**src/rtl/alu_wb_stage.sv**
```systemverilog
// rtl/alu_wb_stage.sv - ALU writeback stage: result FIFO, register-file write sequencer, ACC/PSW shadow
//
// Purpose:
//   Buffers ALU result bundles in a small FIFO and retires them in order.
//   Each retiring entry produces one register-file write (A) or, for MUL/DIV,
//   two writes (A then B). On the final write of an entry the accumulator
//   shadow and the PSW flags are updated.
//
// Ports:
//   clk, rst        - rising-edge clock, asynchronous active-high reset
//   in_valid        - ALU result bundle valid
//   in_ready        - FIFO has room (count < DEPTH), no same-cycle bypass
//   op_code         - ALU op that produced the bundle
//   des1, des2      - primary / secondary result bytes (MUL/DIV: A and B)
//   des_acc         - accumulator result for single-byte ops
//   desCy/Ac/Ov     - carry, auxiliary carry, overflow out of the ALU
//   rf_wr_valid     - register-file write request
//   rf_wr_ready     - register file accepts the write
//   rf_wr_sel       - write target: 0 = A, 1 = B
//   rf_wr_data      - write data
//   acc             - accumulator shadow
//   psw_cy/ac/ov/p  - PSW flags; psw_p is the parity of acc
//   count           - current FIFO occupancy

module alu_wb_stage #(
  parameter int         DEPTH  = 4,
  parameter logic [3:0] OP_NOP = 4'd0,
  parameter logic [3:0] OP_MUL = 4'd12,
  parameter logic [3:0] OP_DIV = 4'd13
) (
  input  logic                         clk,
  input  logic                         rst,
  input  logic                         in_valid,
  output logic                         in_ready,
  input  logic [3:0]                   op_code,
  input  logic [7:0]                   des1,
  input  logic [7:0]                   des2,
  input  logic [7:0]                   des_acc,
  input  logic                         desCy,
  input  logic                         desAc,
  input  logic                         desOv,
  output logic                         rf_wr_valid,
  input  logic                         rf_wr_ready,
  output logic                         rf_wr_sel,
  output logic [7:0]                   rf_wr_data,
  output logic [7:0]                   acc,
  output logic                         psw_cy,
  output logic                         psw_ac,
  output logic                         psw_ov,
  output logic                         psw_p,
  output logic [$clog2(DEPTH+1)-1:0]   count
);

  localparam int CW = $clog2(DEPTH + 1);
  localparam int PW = $clog2(DEPTH);
  localparam logic [CW-1:0] DEPTH_C = CW'(DEPTH);

  typedef struct packed {
    logic [3:0] op;
    logic [7:0] d1;
    logic [7:0] d2;
    logic [7:0] da;
    logic       cy;
    logic       ac;
    logic       ov;
  } entry_t;

  typedef enum logic [1:0] {
    S_IDLE = 2'd0,
    S_WR_A = 2'd1,
    S_WR_B = 2'd2
  } state_t;

  // State
  entry_t          mem_q [DEPTH];
  entry_t          mem_d [DEPTH];
  logic [PW-1:0]   wr_ptr_q, wr_ptr_d;
  logic [PW-1:0]   rd_ptr_q, rd_ptr_d;
  logic [CW-1:0]   count_q, count_d;
  state_t          state_q, state_d;
  logic [7:0]      acc_q, acc_d;
  logic            cy_q, cy_d;
  logic            ac_q, ac_d;
  logic            ov_q, ov_d;
  logic            p_q, p_d;

  // Decoded head / control
  entry_t          head;
  entry_t          in_entry;
  logic            fifo_empty;
  logic            head_nop;
  logic            head_two;
  logic            push;
  logic            pop;
  logic            nop_pop;
  logic            retire;

  assign in_ready   = (count_q < DEPTH_C);
  assign push       = in_valid && in_ready;
  assign fifo_empty = (count_q == '0);
  assign head       = mem_q[rd_ptr_q];
  assign head_nop   = (head.op == OP_NOP);
  assign head_two   = (head.op == OP_MUL) || (head.op == OP_DIV);

  assign in_entry.op = op_code;
  assign in_entry.d1 = des1;
  assign in_entry.d2 = des2;
  assign in_entry.da = des_acc;
  assign in_entry.cy = desCy;
  assign in_entry.ac = desAc;
  assign in_entry.ov = desOv;

  // ---------------------------------------------------------------------------
  // FSM: state register
  // ---------------------------------------------------------------------------
  always_ff @(posedge clk or posedge rst) begin
    if (rst) begin
      state_q <= S_IDLE;
    end else begin
      state_q <= state_d;
    end
  end

  // ---------------------------------------------------------------------------
  // FSM: next-state logic. The head is only inspected in IDLE; while writing,
  // the head entry stays put, so sel/data remain stable under backpressure.
  // ---------------------------------------------------------------------------
  always_comb begin
    state_d = state_q;
    case (state_q)
      S_IDLE: begin
        if (!fifo_empty && !head_nop) begin
          state_d = S_WR_A;
        end
      end
      S_WR_A: begin
        if (rf_wr_ready) begin
          state_d = head_two ? S_WR_B : S_IDLE;
        end
      end
      S_WR_B: begin
        if (rf_wr_ready) begin
          state_d = S_IDLE;
        end
      end
      default: state_d = S_IDLE;
    endcase
  end

  // ---------------------------------------------------------------------------
  // FSM: outputs. Write data is zero outside the write states so the port is
  // quiet in IDLE and during reset.
  // ---------------------------------------------------------------------------
  always_comb begin
    rf_wr_valid = 1'b0;
    rf_wr_sel   = 1'b0;
    rf_wr_data  = 8'h00;
    nop_pop     = 1'b0;
    retire      = 1'b0;
    case (state_q)
      S_IDLE: begin
        nop_pop = !fifo_empty && head_nop;
      end
      S_WR_A: begin
        rf_wr_valid = 1'b1;
        rf_wr_data  = head_two ? head.d1 : head.da;
        retire      = rf_wr_ready && !head_two;
      end
      S_WR_B: begin
        rf_wr_valid = 1'b1;
        rf_wr_sel   = 1'b1;
        rf_wr_data  = head.d2;
        retire      = rf_wr_ready;
      end
      default: ;
    endcase
  end

  assign pop = retire || nop_pop;

  // ---------------------------------------------------------------------------
  // FIFO and architectural shadow next-state
  // ---------------------------------------------------------------------------
  always_comb begin
    mem_d    = mem_q;
    wr_ptr_d = wr_ptr_q;
    rd_ptr_d = rd_ptr_q;
    count_d  = count_q;
    acc_d    = acc_q;
    cy_d     = cy_q;
    ac_d     = ac_q;
    ov_d     = ov_q;
    p_d      = p_q;

    if (push) begin
      mem_d[wr_ptr_q] = in_entry;
      wr_ptr_d        = wr_ptr_q + PW'(1);
    end
    if (pop) begin
      rd_ptr_d = rd_ptr_q + PW'(1);
    end
    case ({push, pop})
      2'b10:   count_d = count_q + CW'(1);
      2'b01:   count_d = count_q - CW'(1);
      default: count_d = count_q;
    endcase

    // The A byte is what was written to A: des1 for MUL/DIV, des_acc otherwise.
    if (retire) begin
      acc_d = head_two ? head.d1 : head.da;
      cy_d  = head.cy;
      ac_d  = head.ac;
      ov_d  = head.ov;
      p_d   = ^acc_d;
    end
  end

  always_ff @(posedge clk or posedge rst) begin
    if (rst) begin
      for (int i = 0; i < DEPTH; i++) begin
        mem_q[i] <= '0;
      end
      wr_ptr_q <= '0;
      rd_ptr_q <= '0;
      count_q  <= '0;
      acc_q    <= 8'h00;
      cy_q     <= 1'b0;
      ac_q     <= 1'b0;
      ov_q     <= 1'b0;
      p_q      <= 1'b0;
    end else begin
      mem_q    <= mem_d;
      wr_ptr_q <= wr_ptr_d;
      rd_ptr_q <= rd_ptr_d;
      count_q  <= count_d;
      acc_q    <= acc_d;
      cy_q     <= cy_d;
      ac_q     <= ac_d;
      ov_q     <= ov_d;
      p_q      <= p_d;
    end
  end

  assign acc    = acc_q;
  assign psw_cy = cy_q;
  assign psw_ac = ac_q;
  assign psw_ov = ov_q;
  assign psw_p  = p_q;
  assign count  = count_q;

endmodule

```
**config.mk**
```make
export PLATFORM = sky130hd
export DESIGN_NAME = alu_wb_stage
export DESIGN_NICKNAME = d
export VERILOG_FILES = /design/src/rtl/alu_wb_stage.sv
export SDC_FILE = /design/constraint.sdc
export NUM_CORES = 1
export LEC_CHECK = 0
export ABC_AREA = 1
export BUFFER_PORTS_ARGS = -buffer_cell sky130_fd_sc_hd__clkbuf_2
export CELL_PAD_IN_SITES_DETAIL_PLACEMENT = 1
export CELL_PAD_IN_SITES_GLOBAL_PLACEMENT = 2
export CORE_MARGIN = 8
export CORE_UTILIZATION = 30
export CTS_CLUSTER_DIAMETER = 80
export CTS_CLUSTER_SIZE = 28
export DETAILED_ROUTE_END_ITERATION = 8
export GPL_ROUTABILITY_DRIVEN = 0
export PLACE_DENSITY_LB_ADDON = 0.1
export SLEW_MARGIN = 25
export SYNTH_ARGS = -nofsm -noshare
export SYNTH_HDL_FRONTEND = slang
export SYNTH_SLANG_ARGS = --single-unit
```
**constraint.sdc**
```tcl
create_clock -name clk -period 6.45 [get_ports clk]
set_clock_uncertainty 0.05 [all_clocks]
set_input_delay 0.645 -clock clk [delete_from_list [all_inputs] [get_ports clk]]
set_output_delay 0.645 -clock clk [all_outputs]
set_load 0.1 [all_outputs]
```
### After elaboration in Yosys (flattened, before gate mapping)

Cells that the tools add are included.
Widths: inputs -> output; s select.

* add/subtract/negate cells: 4
* magnitude comparators: 4
* eq/ne operators: 9
* multiplexer cells: 18
* bitwise gates (word level): 2
* reduce and logical (&&, ||, !) cells: 17

Operator list (count)
* $bwmux 124: 1
* $mux 31: 3
* $bmux 31 s2: 1
* $demux 31 s2: 1
* $pmux 8 s2: 1
* $eq 4x4->1 const B: 2
* $mux 2: 4
* $mux 8: 1
* $reduce_xor 8->1: 1
* $ge 3x3->1 const B: 2
* $ne 2x2->1 const B: 3
* $not 2->3: 2
* $pmux 2 s3: 1
* $pmux 3 s2: 1
* $logic_and 1x1->1: 5
* $add 2x1->2 const B: 2
* $eq 2x1->1 const B: 2
* $eq 2x2->1 const B: 2
* $logic_not 4->1: 1
* $add 3x1->3 const B: 1
* $logic_not 1->1: 3
* $logic_not 3->1: 1
* $lt 3x1->1 const B: 1
* $lt 3x3->1 const B: 1
* other kinds (8): 11

* register bits after elaboration: 145
* input port bits: 35
* output and inout port bits: 26
* word-level logic and storage cells: 91

### Depth between registers and ports, before layout

* depth after elaboration: 12
* depth in mapped cells: 17
* mapped depth without buffers: 16

### Least setup slack after synthesis

Ideal clock, no wire load.

* path type: register to output
* start point: reg state_q[0]
* end point: out rf_wr_data[0]
* data arrival time: 3.259 ns
* required time: 5.755 ns
* slack: 2.496 ns
* cell stages (with the launch flop): 6
* buffers on the path: 1
* cell sequence: dfrtp_1 -> inv_1 -> ha_1 -> buf_1 -> nand3_1 -> a21oi_1

* longest elaborated chain between the ends: 2
* elaborated cells between the ends (all ways): 3
* those cells by class: eq/ne (2); mux (1)

Ends and longest elaborated chain
* start, declared: line 80 `state_t state_q, state_d;`
* start signal, assigned: line 120 `state_q <= state_d;`
* $eq 2x2->1 or $eq 2x1->1 (tied branches): line 160 `case (state_q)`
* $pmux 8 s2 *: line 160
* end, declared: line 45 `output logic [7:0] rf_wr_data,`

Mark *: on every way between the ends. The rest lies on a longest branch, timed or not.

### Worst setup path in the final report

* start point: reg rd_ptr_q[0]
* end point: out rf_wr_data[7]

* longest elaborated chain between the ends: 8
* elaborated cells between the ends (all ways): 9
* those cells by class: eq/ne (2); mux (5); bitwise (1); reduce/logical (1)

Ends and longest elaborated chain
* start, declared: line 78 `logic [PW-1:0] rd_ptr_q, rd_ptr_d;`
* start signal, assigned: line 234 `rd_ptr_q <= rd_ptr_d;`
* $not 2->3 (not written as such) *: line 101 `assign head = mem_q[rd_ptr_q];`
* $bmux 31 s2 *: line 101
* $mux 31 (not written as such) * (2 in a row): line 101
* $eq 4x4->1: line 103 `assign head_two = (head.op == OP_MUL) || (head.op == OP_DIV);`
* $logic_or 1x1->1: line 103
* $mux 8: line 166 `rf_wr_data = head_two ? head.d1 : head.da;`
* $pmux 8 s2 *: line 160

Mark *: on every way between the ends. The rest lies on a longest branch, timed or not. The select of a mux whose other input is x is not followed.

==> results.ini <==
[die]
fp.dieW_um=169
die_area_um2=28500
die_y_um=169
fp-row-count=56
start_util_pct=30.2
pin_count=61
core_region_area_um2=23200

[drt]
antenna_left=0
wire_per_inst_um=16.8
drt-initial-drc-count=372
drt_pass1_iterations=4
routed_wl_mm=21.3
post-route-drc-count=0
num_vias=5934
via_per_inst=4.67

[worst_setup_path]
cp_slowest_stage_delay_ns=0.50
cp_data_required_time_ns=5.75
setup.worst_path.class=reg -> out
cp_common_cell=nand2_1
end_kind=output port
start_kind=flop
crit_buf_inv=3
worstPathArrival_ns=3.48
path_max_fanout=48
cp_cell_sequence=inv_2 -> buf_4 -> nand2_1 -> nand3_1 -> nand2_1 -> nor2_2 -> nand3_1 -> nand2_1 -> nand2_1 -> a21oi_1 -> clkbuf_2
r2r-start=rd_ptr_q[1]$_DFFE_PP0N_
cp_slowest_cell=buf_4
critPathLaunch=rd_ptr_q[0]$_DFFE_PP0N_
crit_family=buffers and inverters

[yosys]
ys.flop_type=dfrtp_1
synth-compound-area-share_pct=14.0
synth_top_family_by_area=simple AND/OR/NAND/NOR gates
synth.avg_cell_area_um2=7.78
synth_nets=945
netlist_top_cells_area=dfrtp_1 (52%), nand2_1 (17%), o21ai_0 (12%), inv_1 (4.2%), nand3_1 (3.9%)
synth_top_cells_by_count=nand2_1 (322), o21ai_0 (162), dfrtp_1 (145)
synthSimpleGateAreaFrac_pct=24.1
syn_inst=901
synth-async-reset-ratio_pct=100
yosysMostFrequentCell=nand2_1
synth_edf_count=0
synth-warning-count=0
yosys_register_bits=145
synth.top_cell.area_share_pct=51.8
synth_largest_area_cell=dfrtp_1
synth_fa_ha_area_share_pct=1.71
synth.area.mux_share_pct=0
yosysSeqAreaShare_pct=51.8
synth_cell_types=30
synth_area_um2=7010
synth_xor_xnor_area_share_pct=0.625

[global_routing]
grt_usage_pct=15.9
grt_max_degree=77
grt_overflow=0
grt_pass1_wl_mm=35.8
antenna_found_initial=0
grt_pass1_vias=6626

[timing]
worst_slew_pin_slew_ns=0.714
slew_viol_final=0
finalCritPeriodShare_pct=64.7
fin_tns_setup_ns=0
max_slew_margin_pct=52.4
rsz0062_at_grt=no
final_hold_viol_count=0
setup_violations=0
timing.fmax_mhz=239
layout_min_cycle_time_ns=4.18

[flow_run]
max-cap-violations=0

[cts]
clockBufferDepth=2
cts-resized-gates=0
postCtsSetupBuffers=0
cts_buffers=17
cts.clk_slew.worst_paths_ns=0.07
ctsHoldBuffers=0
cts_sinks=145
clock-root-buffer=clkbuf_16
htree_levels=4
worstSkewPairLatency_ns=0.43
cts_tree=built

[cells_and_area]
antenna_cells=0
drive_gt1_share_pct=12.1
final_nets=982
area_growth_pct=16.2

[placement]
portBuffers=60
hpwl_mm=13.8

[run_status]
status=complete, no violations

[min_path]
hold_class=in -> async

[cells by family (layout without fill, tap and decap cells)]
group,after synthesis,in the layout
xor+xnor,5,5
compound gates,189,189
fa+ha+maj,9,9
simple gates,422,422
buf+inv,131,181
flops,145,145
[flip-flops by register name, indices dropped and copies added (netlist names)]
name	count
mem_q	124
acc	8
count	3
rd_ptr_q	2
state_q	2
wr_ptr_q	2
psw_ac	1
psw_cy	1
psw_ov	1
psw_p	1
[placed cells by master (no fill, tap or decap), drive strengths merged]
master and instances:
xnor2 1, nor3 2, dfrtp 145, o22ai 1
inv 85, xor2 4, ha 8, buf 8
fa 1, nand3 55, nand2 326, o211ai 7
o21ai 166, bufinv 2, nor2 35, clkbuf 79
clkinv 4, a31oi 3, clkinvlp 3, nand3b 2
a21oi 12, nand4 2
[stage by stage]
stage,std cells,util [%],setup WS (ns),hold slack [ns],area (um^2)
final,1270,35.1,2.27,0.249,8150
after global routing,1270,35.1,1.96,0.306,8150
after CTS,1270,35.1,2.27,0.275,8140
after detailed placement,1238,32.5,2.62,0.421,7550
after global placement,1238,32.5,2.80,0.412,7550
after floorplan,901,-,1.86,0.398,7010
[area by class of cell]
type	count	area (um^2)
clock buffer	19	443
clock inverter	13	151
fill	2860	15000
inverter	81	309
multi-input combinational	625	2850
sequential	145	3630
tap	319	399
timing repair buffer	68	364
[path summary, 6_finish.rpt]
path / endpoint / slack (ns) / cells past startpoint
worst max register to register: count[1]$_DFFE_PP0P_ / 2.70 / 11
worst min register to register: mem_q[23]$_DFFE_PP0P_ / 0.43 / 2
worst max-delay path: rf_wr_data[7] / 2.27 / 11
min in group clk: mem_q[23]$_DFFE_PP0P_ / 0.43 / 2
worst min-delay path: mem_q[41]$_DFFE_PP0P_ / 0.25 / 2
max in group asynchronous: mem_q[14]$_DFFE_PP0P_ / 4.97 / 3
[per-layer routing]
metal,vias up,part of all wire (%),global-route usage [%]
met5,-,0,0
met4,0,0.74,2.99
met3,11,3.2,3.75
met2,70,48,27.2
met1,2914,48,20.2
li1,2939,-,-
Power is left out: the tool's default activity adds up to more than one toggle a clock period on the data nets, which glitch-free logic cannot reach.
